File: config.mk
export PLATFORM = sky130hd
export DESIGN_NAME = cac_settings_arbiter
export DESIGN_NICKNAME = d
export VERILOG_FILES = /design/src/rtl/cac_settings_arbiter.sv
export SDC_FILE = /design/constraint.sdc
export NUM_CORES = 1
export LEC_CHECK = 0
export CAP_MARGIN = 20
export CORE_UTILIZATION = 40
export DETAILED_ROUTE_END_ITERATION = 10
export HOLD_SLACK_MARGIN = 0.06
export PLACE_DENSITY = 0.83
export SYNTH_ARGS = -nofsm -noshare
export SYNTH_HDL_FRONTEND = slang
export SYNTH_SLANG_ARGS = --single-unit
File: constraint.sdc
create_clock -name clk_cac -period 3.8 [get_ports clk_cac]
set_input_delay 0.95 -clock clk_cac [delete_from_list [all_inputs] [get_ports clk_cac]]
set_output_delay 0.95 -clock clk_cac [all_outputs]
set_load 0.01 [all_outputs]
File: src/rtl/cac_settings_arbiter.sv
// cac_settings_arbiter
// Round-robin arbiter that shares the single-port settings RAM between
// NUM_REQ requesters. Each access is serialised as IDLE -> ACCESS -> RESP.
// A requester may set req_lock to keep the RAM for an atomic
// read-modify-write sequence. The lock is dropped when the owner releases
// req_lock, or after LOCK_TIMEOUT owner-idle cycles.
//
// Ports
//   clk_cac, rstb_cac          : clock, synchronous active-low reset
//   req_valid/we/lock          : per-requester request, write flag, lock hold
//   req_addr/req_wdata         : flattened per-requester payload
//   req_ready                  : one-cycle accept pulse (ACCESS cycle)
//   rsp_valid/rsp_err/rsp_rdata: one-cycle completion (RESP cycle)
//   mem_en/we/addr/wdata       : RAM port; mem_rdata arrives one cycle later
//   busy, grant_id             : status; grant_id holds the current/last winner
//   lock_timeout               : pulse when a lock is forcibly released
module cac_settings_arbiter #(
    parameter int NUM_REQ      = 4,
    parameter int ADDR_WIDTH   = 8,
    parameter int DATA_WIDTH   = 16,
    parameter int RAM_LENGTH   = 64,
    parameter int LOCK_TIMEOUT = 255
) (
    input  logic                            clk_cac,
    input  logic                            rstb_cac,
    input  logic [NUM_REQ-1:0]              req_valid,
    input  logic [NUM_REQ-1:0]              req_we,
    input  logic [NUM_REQ-1:0]              req_lock,
    input  logic [NUM_REQ*ADDR_WIDTH-1:0]   req_addr,
    input  logic [NUM_REQ*DATA_WIDTH-1:0]   req_wdata,
    output logic [NUM_REQ-1:0]              req_ready,
    output logic [NUM_REQ-1:0]              rsp_valid,
    output logic                            rsp_err,
    output logic [DATA_WIDTH-1:0]           rsp_rdata,
    output logic                            mem_en,
    output logic                            mem_we,
    output logic [ADDR_WIDTH-1:0]           mem_addr,
    output logic [DATA_WIDTH-1:0]           mem_wdata,
    input  logic [DATA_WIDTH-1:0]           mem_rdata,
    output logic                            busy,
    output logic [2:0]                      grant_id,
    output logic                            lock_timeout
);
    // Requester vectors are padded to 8 entries so a 3-bit index always fits.
    localparam int MAX_REQ = 8;
    localparam int CNT_W   = $clog2(LOCK_TIMEOUT + 1);

    typedef enum logic [1:0] {
        ST_IDLE   = 2'd0,
        ST_ACCESS = 2'd1,
        ST_RESP   = 2'd2,
        ST_LOCKED = 2'd3
    } state_t;

    state_t                 r_state, w_state_next;
    logic [2:0]             r_ptr, w_ptr_next;
    logic [2:0]             r_winner, w_load_idx, w_rr_idx;
    logic                   r_we, r_lock, r_err, r_lock_timeout;
    logic [ADDR_WIDTH-1:0]  r_addr;
    logic [DATA_WIDTH-1:0]  r_wdata;
    logic [CNT_W-1:0]       r_to_cnt, w_cnt_next;
    logic                   w_timeout_next, w_load, w_rr_found, w_legal;
    logic [3:0]             w_cand;

    logic [MAX_REQ-1:0]     w_valid, w_we, w_lock;
    logic [ADDR_WIDTH-1:0]  w_addr  [MAX_REQ];
    logic [DATA_WIDTH-1:0]  w_wdata [MAX_REQ];

    genvar gi;
    generate
        for (gi = 0; gi < MAX_REQ; gi++) begin : g_req
            if (gi < NUM_REQ) begin : g_live
                assign w_valid[gi] = req_valid[gi];
                assign w_we[gi]    = req_we[gi];
                assign w_lock[gi]  = req_lock[gi];
                assign w_addr[gi]  = req_addr[gi*ADDR_WIDTH +: ADDR_WIDTH];
                assign w_wdata[gi] = req_wdata[gi*DATA_WIDTH +: DATA_WIDTH];
            end else begin : g_pad
                assign w_valid[gi] = 1'b0;
                assign w_we[gi]    = 1'b0;
                assign w_lock[gi]  = 1'b0;
                assign w_addr[gi]  = '0;
                assign w_wdata[gi] = '0;
            end
        end
        for (gi = 0; gi < NUM_REQ; gi++) begin : g_out
            assign req_ready[gi] = (r_state == ST_ACCESS) && (r_winner == 3'(gi));
            assign rsp_valid[gi] = (r_state == ST_RESP) && (r_winner == 3'(gi));
        end
    endgenerate

    // Round-robin search from r_ptr. Scanning from the farthest candidate
    // towards r_ptr lets the nearest valid requester overwrite the result.
    always_comb begin
        w_rr_found = 1'b0;
        w_rr_idx   = '0;
        w_cand     = '0;
        for (int k = NUM_REQ - 1; k >= 0; k--) begin
            w_cand = {1'b0, r_ptr} + 4'(k);
            if (w_cand >= 4'(NUM_REQ)) begin
                w_cand = w_cand - 4'(NUM_REQ);
            end
            if (w_valid[w_cand[2:0]]) begin
                w_rr_found = 1'b1;
                w_rr_idx   = w_cand[2:0];
            end
        end
    end

    assign w_legal = (32'(r_addr) < 32'(RAM_LENGTH));

    // Next-state logic
    always_comb begin
        w_state_next   = r_state;
        w_ptr_next     = r_ptr;
        w_cnt_next     = r_to_cnt;
        w_timeout_next = 1'b0;
        w_load         = 1'b0;
        w_load_idx     = r_winner;
        unique case (r_state)
            ST_IDLE: begin
                if (w_rr_found) begin
                    w_load       = 1'b1;
                    w_load_idx   = w_rr_idx;
                    w_ptr_next   = (w_rr_idx == 3'(NUM_REQ - 1)) ? 3'd0 : w_rr_idx + 3'd1;
                    w_state_next = ST_ACCESS;
                end
            end
            ST_ACCESS: w_state_next = ST_RESP;
            ST_RESP:   w_state_next = r_lock ? ST_LOCKED : ST_IDLE;
            ST_LOCKED: begin
                // Releasing the lock takes priority over a simultaneous request;
                // that request is re-arbitrated from IDLE.
                if (!w_lock[r_winner]) begin
                    w_state_next = ST_IDLE;
                    w_cnt_next   = '0;
                end else if (w_valid[r_winner]) begin
                    w_load       = 1'b1;
                    w_cnt_next   = '0;
                    w_state_next = ST_ACCESS;
                end else if (r_to_cnt == CNT_W'(LOCK_TIMEOUT - 1)) begin
                    w_timeout_next = 1'b1;
                    w_cnt_next     = '0;
                    w_state_next   = ST_IDLE;
                end else begin
                    w_cnt_next = r_to_cnt + 1'b1;
                end
            end
            default: w_state_next = ST_IDLE;
        endcase
    end

    always_ff @(posedge clk_cac) begin
        if (!rstb_cac) begin
            r_state        <= ST_IDLE;
            r_ptr          <= '0;
            r_winner       <= '0;
            r_we           <= 1'b0;
            r_lock         <= 1'b0;
            r_err          <= 1'b0;
            r_addr         <= '0;
            r_wdata        <= '0;
            r_to_cnt       <= '0;
            r_lock_timeout <= 1'b0;
        end else begin
            r_state        <= w_state_next;
            r_ptr          <= w_ptr_next;
            r_to_cnt       <= w_cnt_next;
            r_lock_timeout <= w_timeout_next;
            if (w_load) begin
                r_winner <= w_load_idx;
                r_we     <= w_we[w_load_idx];
                r_lock   <= w_lock[w_load_idx];
                r_addr   <= w_addr[w_load_idx];
                r_wdata  <= w_wdata[w_load_idx];
            end
            if (r_state == ST_ACCESS) begin
                r_err <= !w_legal;
            end
        end
    end

    // All outputs decode from registered state only.
    assign mem_en       = (r_state == ST_ACCESS) && w_legal;
    assign mem_we       = mem_en && r_we;
    assign mem_addr     = mem_en ? r_addr : '0;
    assign mem_wdata    = (mem_en && r_we) ? r_wdata : '0;
    assign rsp_err      = (r_state == ST_RESP) && r_err;
    assign rsp_rdata    = ((r_state == ST_RESP) && !r_we && !r_err) ? mem_rdata : '0;
    assign busy         = (r_state != ST_IDLE);
    assign grant_id     = r_winner;
    assign lock_timeout = r_lock_timeout;

endmodule

-- Yosys cells after proc, flatten, opt, wreduce, memory -nomap -nowiden
Cells that the tools add are included.
- register bits after elaboration: 44
- latch bits: 0
- memory bits (writable): 0
- bits in read-only memories: 0
- input bits: 126
- output and inout bits: 56
- word-level logic and storage cells: 121
- memories: 0
- $add $sub $neg: 9
- multiply operators: 0
- divide/modulo/power cells: 0
- order comparisons: 12
- equal/unequal tests: 10
- shift operators: 0
- multiplexer cells: 54
- bitwise logic cells: 4
- reductions and logical operators: 22
- operators by type and width (operator ; count):
    $mux 16 ; 4
    $bmux 16 s3 ; 1
    $mux 8 ; 6
    $mux 3 ; 11
    $bmux 1 s3 ; 8
    $bmux 8 s3 ; 1
    $lt 3x4->1 const B ; 6
    $mux 1 ; 16
    $logic_and 1x1->1 ; 13
    $ge 4x3->1 const B ; 3
    $sub 3x3->3 const B ; 4
    $mux 2 ; 5
    $eq 3x2->1 const B ; 3
    $add 3x2->4 const B ; 2
    $add 8x1->8 const B ; 1
    $eq 8x8->1 const B ; 1
    $lt 8x7->1 const B ; 1
    $pmux 2 s4 ; 1
    $add 3x1->4 const B ; 1
    $eq 2x2->1 const B ; 2
    $ge 4x4->1 const B ; 1
    $ne 4x4->1 const B ; 1
    $not 3->4 ; 1
    $reduce_and 2->1 ; 2
    other kinds (12) ; 16

-- Depth between registers and ports, before layout
- depth in word-level cells: 15
- mapped depth: 13
- mapped depth without buffers: 10

-- Worst setup path before layout
OpenSTA, ideal clock, no wires.
- path kind: input to register
- start point: input req_valid[0]
- end point: register r_addr[1]
- setup time: 143 ps
- data arrival time: 2764 ps
- data required time: 3657 ps
- setup slack: 893 ps
- cell stages on the path: 8
- path buffers: 1
- path through: mux4_2 -> o21ai_2 -> o2111ai_2 -> nand2_4 -> mux2i_4 -> buf_6 -> mux2i_1 -> o221ai_1
- longest elaborated chain between the ends: 12
- elaborated cells between the ends (all ways): 28
- those cells by class: mux (27); bitwise (1)
- ends and longest elaborated chain (element ; line ; text):
    start, declared ; 26 ; input logic [NUM_REQ-1:0] req_valid,
    $bmux 1 s3 ; 103 ; if (w_valid[w_cand[2:0]]) begin
    $mux 1 (implied by the code) ; 103 ;
    $mux 3 / $mux 1 (equally long branches) (4 in a row) ; 103 ;
    $mux 3 ; 122 ; if (w_rr_found) begin
    $mux 3 ; 120 ; unique case (r_state)
    $not 3->4 (implied by the code) ; 174 ; r_addr <= w_addr[w_load_idx];
    $bmux 8 s3 ; 174 ;
    $mux 8 (implied by the code) (2 in a row) ; 174 ;
    end signal, assigned ; 174 ;
    end, declared ; 59 ; logic [ADDR_WIDTH-1:0] r_addr;
Parallel ways exist; a longest one is shown, timed or not. The select of a mux whose other input is x is not followed.
A chain may end at the register's enable or synchronous reset.

-- Worst setup path after layout
- start point: register r_ptr[0]
- end point: register r_wdata[9]
- longest elaborated chain between the ends: 15
- elaborated cells between the ends (all ways): 39
- those cells by class: add/sub (7); order compare (4); mux (27); bitwise (1)
- ends and longest elaborated chain (element ; line ; text):
    start, declared ; 56 ; logic [2:0] r_ptr, w_ptr_next;
    start signal, assigned ; 167 ; r_ptr <= w_ptr_next;
    $add 3x2->4 ; 99 ; w_cand = {1'b0, r_ptr} + 4'(k);
    $ge 4x3->1 / $sub 3x3->3 (equally long branches) ; 100, 101 ;
    $mux 3 ; 100 ; if (w_cand >= 4'(NUM_REQ)) begin
    $bmux 1 s3 ; 103 ;
    $mux 1 (implied by the code) ; 103 ;
    $mux 3 / $mux 1 (equally long branches) (4 in a row) ; 103 ;
    $mux 3 ; 122 ;
    $mux 3 ; 120 ;
    $not 3->4 (implied by the code) ; 175 ; r_wdata <= w_wdata[w_load_idx];
    $bmux 16 s3 ; 175 ;
    $mux 16 (implied by the code) (2 in a row) ; 175 ;
    end signal, assigned ; 175 ;
    end, declared ; 60 ; logic [DATA_WIDTH-1:0] r_wdata;
Parallel ways exist; a longest one is shown, timed or not. The select of a mux whose other input is x is not followed.

==> results.md <==
- Outcome: finished clean
- Number of max-cap violations: 0
- Period minus WS final: 3.34 ns
- Routed Wire Length: 10700 um
- Worst slew pin tran: between 0.5 and 0.6 ns
- Layout cells sized above 1: 10.2%
- Top-Level Pins: 182
- Total die area: roughly 8600 um^2
- Worst Setup End Kind: flip-flop
- Routed WL per cell: around 17 um
- TritonRoute pass-1 iters: 4
- Slew headroom: 61.5%
- # clock sinks: 44
- Fin area: roughly 5300 um^2
- CP Class: reg2reg
- CP Data Arrival Time: roughly 3.5 ns
- Final #Nets: 663
- Hold Path Class: reg2reg
- Die width: just over 90 um
- CTS buffer count: 5
- P_leak: 2.24 nW
- Netlist cell types: 55
- Pwr Total: 2.96 mW
- Deepest clock path buffer count: 2
- Final setup viols: 0
- Post-cts sizing count: 0
- Final worst path period share: 87.8%
- EDFF count, synth: 0
- Finished Core Util: 67.3%
- Grt ovf: 0
- Power Density: roughly 560 nW/um^2
- Vias/cell: 5.36
- Initial antenna violation count: 0
- IO buf count: 179
- Worst Setup Start Kind: flip-flop
- P&R area growth vs syn: 59.6%
- Yosys warns: 0
- Crit Path Max Fanout: 16
- Number of remaining DRC errors: 0
- Synth async-reset ratio: 0%
- Number of antenna diodes: 0
- Root Driver: clkbuf_8
- RSZ-0062 raised after global routing: no
- Placed instance area: 5170 um^2
- Hold Crit Depth: 2
- Top FF cell, synth: dfxtp_1
- FF+latch count, synth: 44
- CP required: 3.98 ns
- Worst r2r path cells: 10
- FMAX: 300 MHz
- Min-Delay Startpoint: r_wdata[15]
- Row count: 32
- Post-CTS Hold Fix Bufs: 0
- Clock-pin slew on the worst setup and hold paths: 0.09 ns
- Vias in the first global route: between 3000 and 4000
- Core Box Area: 7850 um^2
- Mapped Cells: 351
- VDD IR max: 0.000297 V
- Largest net degree at the start of global routing: 27
- Die Y: between 90 and 100 um
- Hpwl dp: 8490 um
- Placer Congestion: 0.846
- Post-synthesis sequential area ratio: between 20% and 30%
- Post-Syn Area: 3310 um^2
- Via count: around 3400
- Final hold viol count: 0
- Crit Reg-Reg Startpoint: r_ptr[0]
- Syn Area/Cell: 9.42 um^2
- Skew final: between 0.005 and 0.006 ns
- Post-route setup TNS: 0 ns
- Post-CTS repair timing setup buffer count: 0
- H-tree Lvls: 2
- Worst-Skew Late Latency: 0.30 ns
- DRT iter0 DRCs: 114
- TritonCTS clock tree: done
- CP Launch Point: r_ptr[0]
- Final slew viol count: 0
- Initial core utilization: about 42%
- Post-route ant nets: 0
- Total track usage: 24.1%
- First-pass GRT wire length: 16400 um
critical path, stage by stage, from the launching register on:
cell      delay (ns)
dfxtp_1         0.66
inv_1           0.09
ha_1            0.53
mux2i_4         0.31
o21ai_0         0.14
a2111o_1        0.50
a31oi_4         0.28
mux2i_4         0.11
buf_4           0.25
mux2i_1         0.21
o221ai_1        0.13
cell usage after synthesis (5+ instances only):
master,number,area [um^2]
a21oi_1,7,35.0
nor3_1,5,25.0
o221ai_1,15,131
o221ai_2,11,165
and2_1,24,150
dfxtp_1,44,881
nand2_1,37,139
ha_1,10,125
inv_1,7,26.3
mux2i_1,55,551
and3_1,18,113
nor2_1,29,109
buf_6,7,78.8
clkbuf_1,5,18.8
layout make-up:
type                       count  area (um^2)
clock buffer                   5         68.8
clock inverter                 3         42.5
fill                         627         2570
inverter                       8         30.0
multi-input combinational    277         2210
sequential                    44          881
tap                          102          128
timing repair buffer         191         1920
power by group:
part           total (mW)  switching [mW]  internal [mW]
registers           0.677           0.118          0.559
clock network       0.367           0.172          0.195
logic                1.92           0.949          0.968
flip-flops by register name, indices dropped and copies added (netlist names):
signal        cells
r_addr            8
r_we              1
r_ptr             3
grant_id          3
r_wdata          16
r_to_cnt          8
lock_timeout      1
r_state           2
r_lock            1
r_err             1
logic make-up (layout without fill, tap and decap cells):
| group | Yosys count | after routing | synth area share, % |
|---|---|---|---|
| compound gates | 61 | 61 | 17.5 |
| xor+xnor | 6 | 6 | 1.59 |
| fa+ha+maj | 10 | 10 | 3.78 |
| buf+inv | 31 | 207 | 7.19 |
| flops | 44 | 44 | 26.6 |
| mux | 63 | 63 | 21.4 |
| other cells | 1 | 2 | 0.113 |
| simple gates | 135 | 135 | 21.7 |
per-layer routing:
layer / wire length, um / share of wire (%) / global-route usage [%] / vias up
li1: - / - / - / 1624
met2: 5690 / 53 / 44.8 / 146
met3: 610 / 5.7 / 4.52 / 16
met1: 4220 / 39 / 27.6 / 1589
met4: 176 / 1.6 / 6.92 / 0
met5: 0 / 0 / 0 / -
path summary, 6_finish.rpt:
check / to / slack [ns]
setup / recovery: r_wdata[9] / 0.46
hold / removal: r_wdata[15] / 0.47
setup reg to reg: r_wdata[9] / 0.46
hold reg to reg: r_wdata[15] / 0.47
layout by cell type (no fill, tap or decap), types with 3 or more instances in the layout:
master           instances
nand2b_1                 3
mux2i_4                  4
and3_1                  18
nor3_1                   5
buf_12                   3
clkbuf_8                 5
nor3b_1                  3
nand4_1                  4
ha_1                    10
mux4_2                   3
o221ai_1                15
and2_1                  24
mux2i_1                 54
nor2_1                  29
o21ai_0                  4
o21a_1                   3
nand2_1                 37
inv_1                    7
a21oi_1                  7
clkdlybuf4s50_1        179
dfxtp_1                 44
xor2_1                   4
buf_4                    9
o221ai_2                11
per-stage QoR:
stage                     std cells  setup WS, ns  hold slack [ns]
after floorplan                 352         0.893            0.424
after global placement          622         0.267            0.435
after detailed placement        622         0.168            0.439
after CTS                       630         0.478            0.466
after global routing            630         0.242            0.485
final                           630         0.462            0.469
(Power assumes the default switching activity.)
